===== src/rtl/sweep_scheduler_if.sv =====
// ---------------------------------------------------------------------------
// sweep_scheduler_if
//   Bundles the job, haplotype-fetch, PE-control, checkpoint and result
//   signals of the Pair-HMM sweep scheduler.
//
//   slave  modport : the scheduler itself
//   master modport : the surrounding datapath / environment
//
//   start, read_len, hap_len      job request (R, H)
//   ref_req, ref_index, ref_valid haplotype base fetch handshake
//   pe_done, pe_enable            per-PE completion / enable
//   advance, sweep, row_base      array shift, inter-pass clear, pass origin
//   ckpt_rd_*, ckpt_wr_*          checkpoint column read / write
//   busy, param_err               job status, rejected start
//   result_valid/pe/ack, done     result handshake
// ---------------------------------------------------------------------------
interface sweep_scheduler_if #(
    parameter int NUM_PE = 4,
    parameter int LEN_W  = 7,
    parameter int PE_W   = (NUM_PE > 1) ? $clog2(NUM_PE) : 1
);
    logic              start;
    logic [LEN_W-1:0]  read_len;
    logic [LEN_W-1:0]  hap_len;
    logic              ref_req;
    logic [LEN_W-1:0]  ref_index;
    logic              ref_valid;
    logic [NUM_PE-1:0] pe_done;
    logic [NUM_PE-1:0] pe_enable;
    logic              advance;
    logic              sweep;
    logic [LEN_W-1:0]  row_base;
    logic              ckpt_rd_en;
    logic [LEN_W-1:0]  ckpt_rd_addr;
    logic              ckpt_wr_en;
    logic [LEN_W-1:0]  ckpt_wr_addr;
    logic              busy;
    logic              param_err;
    logic              result_valid;
    logic [PE_W-1:0]   result_pe;
    logic              result_ack;
    logic              done;

    modport slave (
        input  start, read_len, hap_len, ref_valid, pe_done, result_ack,
        output ref_req, ref_index, pe_enable, advance, sweep, row_base,
               ckpt_rd_en, ckpt_rd_addr, ckpt_wr_en, ckpt_wr_addr,
               busy, param_err, result_valid, result_pe, done
    );

    modport master (
        output start, read_len, hap_len, ref_valid, pe_done, result_ack,
        input  ref_req, ref_index, pe_enable, advance, sweep, row_base,
               ckpt_rd_en, ckpt_rd_addr, ckpt_wr_en, ckpt_wr_addr,
               busy, param_err, result_valid, result_pe, done
    );
endinterface


===== src/rtl/sweep_scheduler.sv =====
// ---------------------------------------------------------------------------
// sweep_scheduler
//   Control plane for the Pair-HMM systolic array. Walks the anti-diagonal
//   wavefront of an R x H matrix with NUM_PE PEs in ceil(R/NUM_PE) passes,
//   fetching one haplotype base per step and spilling / reloading the
//   boundary row through the checkpoint store between passes.
//
//   clock  : system clock
//   reset  : synchronous, active-low
//   bus    : sweep_scheduler_if.slave (job, fetch, PE, checkpoint, result)
// ---------------------------------------------------------------------------
module sweep_scheduler #(
    parameter int NUM_PE  = 4,
    parameter int MAX_LEN = 64,
    parameter int LEN_W   = $clog2(MAX_LEN + 1)
) (
    input  logic                clock,
    input  logic                reset,
    sweep_scheduler_if.slave    bus
);
    localparam int IW   = LEN_W + 1;
    localparam int PE_W = (NUM_PE > 1) ? $clog2(NUM_PE) : 1;

    localparam logic [IW-1:0] NPE  = IW'(NUM_PE);
    localparam logic [IW-1:0] MAXL = IW'(MAX_LEN);
    localparam logic [IW-1:0] ONE  = IW'(1);

    typedef enum logic [2:0] {
        S_IDLE,
        S_FETCH,
        S_COMPUTE,
        S_SWEEP,
        S_FINISH
    } state_t;

    state_t            state_q, state_d;
    logic [IW-1:0]     r_q, r_d;
    logic [IW-1:0]     h_q, h_d;
    logic [IW-1:0]     k_q, k_d;
    logic [IW-1:0]     row_base_q, row_base_d;
    logic [NUM_PE-1:0] pe_enable_q, pe_enable_d;

    // Pass geometry
    logic [IW-1:0]     rows_left;
    logic [IW-1:0]     active;
    logic [IW-1:0]     active_m1;
    logic [IW-1:0]     steps_last;
    logic              final_pass;
    logic [NUM_PE-1:0] step_en;
    logic              last_en;
    logic              all_done;
    logic [IW-1:0]     rl_in, hl_in;
    logic              bad_params;

    // Combinational outputs
    logic              ref_req_c;
    logic [LEN_W-1:0]  ref_index_c;
    logic              advance_c;
    logic              sweep_c;
    logic              ckpt_rd_en_c;
    logic [LEN_W-1:0]  ckpt_rd_addr_c;
    logic              ckpt_wr_en_c;
    logic [LEN_W-1:0]  ckpt_wr_addr_c;
    logic              param_err_c;
    logic              result_valid_c;
    logic [PE_W-1:0]   result_pe_c;
    logic              done_c;

    always_comb begin
        rows_left  = r_q - row_base_q;
        active     = (rows_left < NPE) ? rows_left : NPE;
        active_m1  = active - ONE;
        // steps_total - 1; H >= 1 and active >= 1 whenever this is used
        steps_last = h_q + active - ONE - ONE;
        final_pass = (row_base_q + NPE) >= r_q;
        all_done   = (bus.pe_done & pe_enable_q) == pe_enable_q;
        rl_in      = IW'(bus.read_len);
        hl_in      = IW'(bus.hap_len);
        bad_params = (rl_in == '0) || (hl_in == '0) ||
                     (rl_in > MAXL) || (hl_in > MAXL);
    end

    // PE i works on cell (row_base + i, k - i) at step k
    always_comb begin
        step_en = '0;
        last_en = 1'b0;
        for (int unsigned i = 0; i < NUM_PE; i++) begin
            step_en[i] = (IW'(i) < active) && (k_q >= IW'(i)) &&
                         ((k_q - IW'(i)) < h_q);
            if (IW'(i) == active_m1) begin
                last_en = pe_enable_q[i];
            end
        end
    end

    always_comb begin
        state_d        = state_q;
        r_d            = r_q;
        h_d            = h_q;
        k_d            = k_q;
        row_base_d     = row_base_q;
        pe_enable_d    = pe_enable_q;
        ref_req_c      = 1'b0;
        ref_index_c    = '0;
        advance_c      = 1'b0;
        sweep_c        = 1'b0;
        ckpt_rd_en_c   = 1'b0;
        ckpt_rd_addr_c = '0;
        ckpt_wr_en_c   = 1'b0;
        ckpt_wr_addr_c = '0;
        param_err_c    = 1'b0;
        result_valid_c = 1'b0;
        result_pe_c    = '0;
        done_c         = 1'b0;

        unique case (state_q)
            S_IDLE: begin
                if (bus.start) begin
                    if (bad_params) begin
                        param_err_c = 1'b1;
                    end else begin
                        r_d         = rl_in;
                        h_d         = hl_in;
                        row_base_d  = '0;
                        k_d         = '0;
                        pe_enable_d = '0;
                        state_d     = S_FETCH;
                    end
                end
            end

            S_FETCH: begin
                if (k_q < h_q) begin
                    ref_req_c   = 1'b1;
                    ref_index_c = LEN_W'(k_q);
                    if (bus.ref_valid) begin
                        // pass 0 has no previous pass to reload from
                        if (row_base_q != '0) begin
                            ckpt_rd_en_c   = 1'b1;
                            ckpt_rd_addr_c = LEN_W'(k_q);
                        end
                        pe_enable_d = step_en;
                        state_d     = S_COMPUTE;
                    end
                end else begin
                    // drain steps: no new column to fetch
                    pe_enable_d = step_en;
                    state_d     = S_COMPUTE;
                end
            end

            S_COMPUTE: begin
                if (all_done) begin
                    advance_c = 1'b1;
                    if (!final_pass && last_en) begin
                        ckpt_wr_en_c   = 1'b1;
                        ckpt_wr_addr_c = LEN_W'(k_q - active_m1);
                    end
                    if (k_q < steps_last) begin
                        k_d     = k_q + ONE;
                        state_d = S_FETCH;
                    end else if (final_pass) begin
                        pe_enable_d = '0;
                        state_d     = S_FINISH;
                    end else begin
                        pe_enable_d = '0;
                        state_d     = S_SWEEP;
                    end
                end
            end

            S_SWEEP: begin
                sweep_c    = 1'b1;
                row_base_d = row_base_q + NPE;
                k_d        = '0;
                state_d    = S_FETCH;
            end

            S_FINISH: begin
                result_valid_c = 1'b1;
                result_pe_c    = PE_W'(active_m1);
                if (bus.result_ack) begin
                    done_c     = 1'b1;
                    row_base_d = '0;
                    k_d        = '0;
                    state_d    = S_IDLE;
                end
            end

            default: begin
                state_d = S_IDLE;
            end
        endcase
    end

    always_ff @(posedge clock) begin
        if (!reset) begin
            state_q     <= S_IDLE;
            r_q         <= '0;
            h_q         <= '0;
            k_q         <= '0;
            row_base_q  <= '0;
            pe_enable_q <= '0;
        end else begin
            state_q     <= state_d;
            r_q         <= r_d;
            h_q         <= h_d;
            k_q         <= k_d;
            row_base_q  <= row_base_d;
            pe_enable_q <= pe_enable_d;
        end
    end

    assign bus.ref_req      = ref_req_c;
    assign bus.ref_index    = ref_index_c;
    assign bus.pe_enable    = pe_enable_q;
    assign bus.advance      = advance_c;
    assign bus.sweep        = sweep_c;
    assign bus.row_base     = LEN_W'(row_base_q);
    assign bus.ckpt_rd_en   = ckpt_rd_en_c;
    assign bus.ckpt_rd_addr = ckpt_rd_addr_c;
    assign bus.ckpt_wr_en   = ckpt_wr_en_c;
    assign bus.ckpt_wr_addr = ckpt_wr_addr_c;
    assign bus.busy         = (state_q != S_IDLE);
    assign bus.param_err    = param_err_c;
    assign bus.result_valid = result_valid_c;
    assign bus.result_pe    = result_pe_c;
    assign bus.done         = done_c;

endmodule

===== src/flat_wrapper.sv =====
// flat-port wrapper written by rule: the top's interface ports become plain ports
module sweep_scheduler_flat 
#(
    parameter int NUM_PE  = 4,
    parameter int MAX_LEN = 64,
    parameter int LEN_W   = $clog2(MAX_LEN + 1)
)
  (clock, reset, bus_start, bus_read_len, bus_hap_len, bus_ref_valid, bus_pe_done, bus_result_ack, bus_ref_req, bus_ref_index, bus_pe_enable, bus_advance, bus_sweep, bus_row_base, bus_ckpt_rd_en, bus_ckpt_rd_addr, bus_ckpt_wr_en, bus_ckpt_wr_addr, bus_busy, bus_param_err, bus_result_valid, bus_result_pe, bus_done);
  sweep_scheduler_if #(.NUM_PE(NUM_PE), .LEN_W(LEN_W)) bus_i ();
  input  logic clock;
  input  logic reset;
  input wire logic [$bits(bus_i.start)-1:0] bus_start;
  input wire logic [$bits(bus_i.read_len)-1:0] bus_read_len;
  input wire logic [$bits(bus_i.hap_len)-1:0] bus_hap_len;
  input wire logic [$bits(bus_i.ref_valid)-1:0] bus_ref_valid;
  input wire logic [$bits(bus_i.pe_done)-1:0] bus_pe_done;
  input wire logic [$bits(bus_i.result_ack)-1:0] bus_result_ack;
  output wire logic [$bits(bus_i.ref_req)-1:0] bus_ref_req;
  output wire logic [$bits(bus_i.ref_index)-1:0] bus_ref_index;
  output wire logic [$bits(bus_i.pe_enable)-1:0] bus_pe_enable;
  output wire logic [$bits(bus_i.advance)-1:0] bus_advance;
  output wire logic [$bits(bus_i.sweep)-1:0] bus_sweep;
  output wire logic [$bits(bus_i.row_base)-1:0] bus_row_base;
  output wire logic [$bits(bus_i.ckpt_rd_en)-1:0] bus_ckpt_rd_en;
  output wire logic [$bits(bus_i.ckpt_rd_addr)-1:0] bus_ckpt_rd_addr;
  output wire logic [$bits(bus_i.ckpt_wr_en)-1:0] bus_ckpt_wr_en;
  output wire logic [$bits(bus_i.ckpt_wr_addr)-1:0] bus_ckpt_wr_addr;
  output wire logic [$bits(bus_i.busy)-1:0] bus_busy;
  output wire logic [$bits(bus_i.param_err)-1:0] bus_param_err;
  output wire logic [$bits(bus_i.result_valid)-1:0] bus_result_valid;
  output wire logic [$bits(bus_i.result_pe)-1:0] bus_result_pe;
  output wire logic [$bits(bus_i.done)-1:0] bus_done;
  assign bus_i.start = bus_start;
  assign bus_i.read_len = bus_read_len;
  assign bus_i.hap_len = bus_hap_len;
  assign bus_i.ref_valid = bus_ref_valid;
  assign bus_i.pe_done = bus_pe_done;
  assign bus_i.result_ack = bus_result_ack;
  assign bus_ref_req = bus_i.ref_req;
  assign bus_ref_index = bus_i.ref_index;
  assign bus_pe_enable = bus_i.pe_enable;
  assign bus_advance = bus_i.advance;
  assign bus_sweep = bus_i.sweep;
  assign bus_row_base = bus_i.row_base;
  assign bus_ckpt_rd_en = bus_i.ckpt_rd_en;
  assign bus_ckpt_rd_addr = bus_i.ckpt_rd_addr;
  assign bus_ckpt_wr_en = bus_i.ckpt_wr_en;
  assign bus_ckpt_wr_addr = bus_i.ckpt_wr_addr;
  assign bus_busy = bus_i.busy;
  assign bus_param_err = bus_i.param_err;
  assign bus_result_valid = bus_i.result_valid;
  assign bus_result_pe = bus_i.result_pe;
  assign bus_done = bus_i.done;
  sweep_scheduler #(.NUM_PE(NUM_PE), .MAX_LEN(MAX_LEN), .LEN_W(LEN_W)) u_core (.clock(clock), .reset(reset), .bus(bus_i));
endmodule

===== config.mk =====
export PLATFORM = sky130hd
export DESIGN_NAME = sweep_scheduler_flat
export DESIGN_NICKNAME = d
export VERILOG_FILES = /design/src/rtl/sweep_scheduler_if.sv /design/src/rtl/sweep_scheduler.sv /design/src/flat_wrapper.sv
export SDC_FILE = /design/constraint.sdc
export NUM_CORES = 1
export LEC_CHECK = 0
export CAP_MARGIN = 20
export CORE_UTILIZATION = 30
export CTS_BUF_LIST = sky130_fd_sc_hd__clkbuf_16
export CTS_CLUSTER_SIZE = 24
export DETAILED_ROUTE_END_ITERATION = 10
export GPL_ROUTABILITY_DRIVEN = 1
export HOLD_SLACK_MARGIN = 0.05
export PLACE_DENSITY_LB_ADDON = 0.3
export SETUP_SLACK_MARGIN = 0.4
export SLEW_MARGIN = 20
export SYNTH_ARGS = -nofsm -noshare
export SYNTH_HDL_FRONTEND = slang
export SYNTH_SLANG_ARGS = --single-unit

===== constraint.sdc =====
create_clock -name clock -period 17.5 [get_ports clock]
set_clock_uncertainty 0.15 [all_clocks]
set_input_delay 1.75 -clock clock [delete_from_list [all_inputs] [get_ports clock]]
set_output_delay 1.75 -clock clock [all_outputs]
set_load 0.01 [all_outputs]

==> impl_metrics.toml <==
[sta]
fmax_mhz = 144
post-route-period-util = 0.398
finalMaxSlewViolations = 0
slew_headroom = 0.439
worst_pin_slew_ps = 839
setup_violations = 0
tns_ps = 0
grt_setup_unrepaired = "false"
finalHoldViolations = 0
period_needed_ps = 6970
setup_ws_ps = 10530

[floorplanning]
core_um2 = 13800
die_y_um = 121
start_util = 0.306
io-pin-count = 66
rows = 43
die-area_um2 = 14600
die_x_um = 121

[status]
status = "finished clean"

[power_and_ir_drop]
vdd.ir_drop.worst_uv = 35.3
p_seq_frac = 0.340
pwr-share-comb = 0.247
switching_share = 0.288
p_leak_uw = 0.00223
power_density_nw_per_um2 = 47.0
p_sw_uw = 70.1
p_clk_frac = 0.413
p_int_uw = 174

[synthesis]
synth_top_area_frac = 0.231
yosys_warnings = 0
async_flop_share = 0
netlist_area_um2 = 4230
synth_area_per_cell_um2 = 7.79
synth.distinct_cells = 60
synth_seq_cells = 35
synth_edf_count = 0
yosys-top-cells-area = "ha_1 23%, dfxtp_1 17%, inv_1 5.0%, nor2_1 4.7%, mux2i_1 4.0%"
yosys_most_used_dff = "dfxtp_1"
synth_top_cell_by_area = "ha_1"
synthCells = 543
ys_seq_area_frac = 0.166
synthTopCellsByCount = "78 x ha_1, 56 x inv_1, 53 x nor2_1"
yosysMostFrequentCell = "ha_1"

[grt]
grt_overflow = 0
grt_pass1_wl_mm = 20.2
antenna_found_initial = 0
first_global_vias = 3915
grt_max_degree = 26
grt_usage = 0.175

[clock_network]
post_cts_buffers = 0
clk_latency_ps = 280
postCtsResizedCells = 0
cts_tree = "done"
clkTransAtPathRegs_ps = 60
root_buffer = "clkbuf_16"
clockBufferDepth = 2
htreeDepth = 2
cts_inserted_buffers = 5
cts.sinks = 35
cts_hold_buffers = 0

[layout]
drive_gt1_frac = 0.0350
area_growth_pct = 22.5
layout.cells.non_filler = 780
fin_nets = 702
antenna_cells = 0

[worst_setup_path]
startpoint_type = "register"
worst_ep_required_time_ps = 15600
path_max_fanout = 9
path_class = "reg2out"
r2r_setup_slack_ps = 10880
critPathCaptureType = "output port"
critical_path_arrival_ps = 5070

[drt]
ant_nets = 0
first_iter_violations = 126
viasPerCell = 5.17
vias = 4035
firstDrtPassIters = 4
routedWlPerCell_um = 15.8
totalWireLength_mm = 12.3
drc_errors = 0

[placement]
dp.cells = 772
pre_cts_slack_ps = 10850
hpwl_mm = 9.86
gp_congestion = 0.863
port_buffers = 63

[min_path]
hold_class = "reg2reg"

[flow_run]
cap_violations = 0
-- critical path, cell delays in order (launching register included) --
cell,delay (ps)
dfxtp_1,390
inv_1,140
ha_1,400
o21bai_1,190
a2111oi_0,120
o31a_1,290
o211ai_1,370
clkinv_1,350
nand2_1,280
ha_1,300
ha_1,280
nor2b_1,120
o21ai_0,200
a21boi_0,150
o21ai_0,230
a21oi_1,100
nor4b_1,300
clkdlybuf4s50_1,590
-- cell usage in the layout, fill, tap and decap left out, types with 3 or more instances in the layout --
master	netlist	routed
o21a_1	7	7
nor4b_1	3	3
a21oi_1	27	27
o21bai_1	3	3
nor3_1	16	16
or4_1	7	7
o21ai_0	15	15
o2111ai_1	3	3
nor4_1	7	7
o31ai_1	7	7
nand4_1	4	4
o41ai_1	3	3
nand3_1	20	20
buf_4	8	5
dfxtp_1	35	35
a211oi_1	5	5
clkdlybuf4s50_1	0	63
nor2_1	53	53
clkbuf_16	0	5
inv_1	56	56
ha_1	78	78
nand2b_1	8	8
and2_1	11	11
conb_1	2	8
or3b_2	3	3
nand2_1	33	33
xnor2_1	14	14
o31a_1	4	4
a2111oi_0	4	4
a31oi_1	3	3
xor2_1	11	11
o32ai_1	3	3
o211ai_1	6	6
a21o_1	7	7
nor2b_1	10	10
mux2i_1	17	17
a22oi_1	4	4
a21boi_0	3	3
-- final cells by class --
cell class	instances	area (µm²)
fillers	1399	8640
multi-input cells	432	3210
flip-flops and latches	35	701
repair buffers	68	668
well taps	180	225
inverters	57	214
clock buffers	5	125
clock inverters	3	38.8
-- kinds of logic after synthesis --
group / share of synthesized area
AO/OA/AOI/OAI: 0.198
AND/OR/NAND/NOR: 0.222
flip-flops: 0.166
other: 0.00177
adder cells (fa/ha/maj): 0.240
multiplexers: 0.0402
XOR/XNOR: 0.0517
buffers and inverters: 0.0804
-- through the flow --
stage / util / hold slack [ps] / cell area (µm²) / total power (µW)
4_1_cts: 0.375 / 362 / 5180 / 245
3_3_place_gp: 0.363 / 331 / 5020 / 143
2_1_floorplan: - / 313 / 4250 / 127
3_5_place_dp: 0.363 / 349 / 5020 / 144
5_1_grt: 0.375 / 393 / 5180 / 257
6_report: 0.375 / 362 / 5180 / 244
-- power groups by stage --
stage | Clock [µW] | Sequential, µW | Combinational [µW]
after floorplan | 0 | 83.5 | 43.1
after global placement | 0 | 84.4 | 58.8
after detailed placement | 0 | 84.5 | 59.5
after CTS | 102 | 82.7 | 60.1
after global routing | 106 | 82.9 | 68.5
final | 101 | 82.8 | 60.3
-- flip-flops by register name, indices dropped and copies added (netlist names) --
signal / flops
u_core.h_q: 7
u_core.bus.pe_enable: 4
u_core.row_base_q: 6
u_core.k_q: 8
u_core.r_q: 7
u_core.state_q: 3
-- metal layers --
metal  GRT usage  wire length, µm
met1       0.249             6140
met2       0.280             5590
met3      0.0264              475
met4      0.0340              108
met5           0                0
-- final timing paths --
path                        startpoint                  end  cells past startpoint
hold reg to reg          u_core.h_q[2]        u_core.h_q[2]                      2
hold / removal           u_core.h_q[2]        u_core.h_q[2]                      2
setup / recovery  u_core.row_base_q[2]  bus_ckpt_wr_addr[5]                     17
setup reg to reg  u_core.row_base_q[2]        u_core.k_q[6]                     25
(Power assumes the default switching activity.)
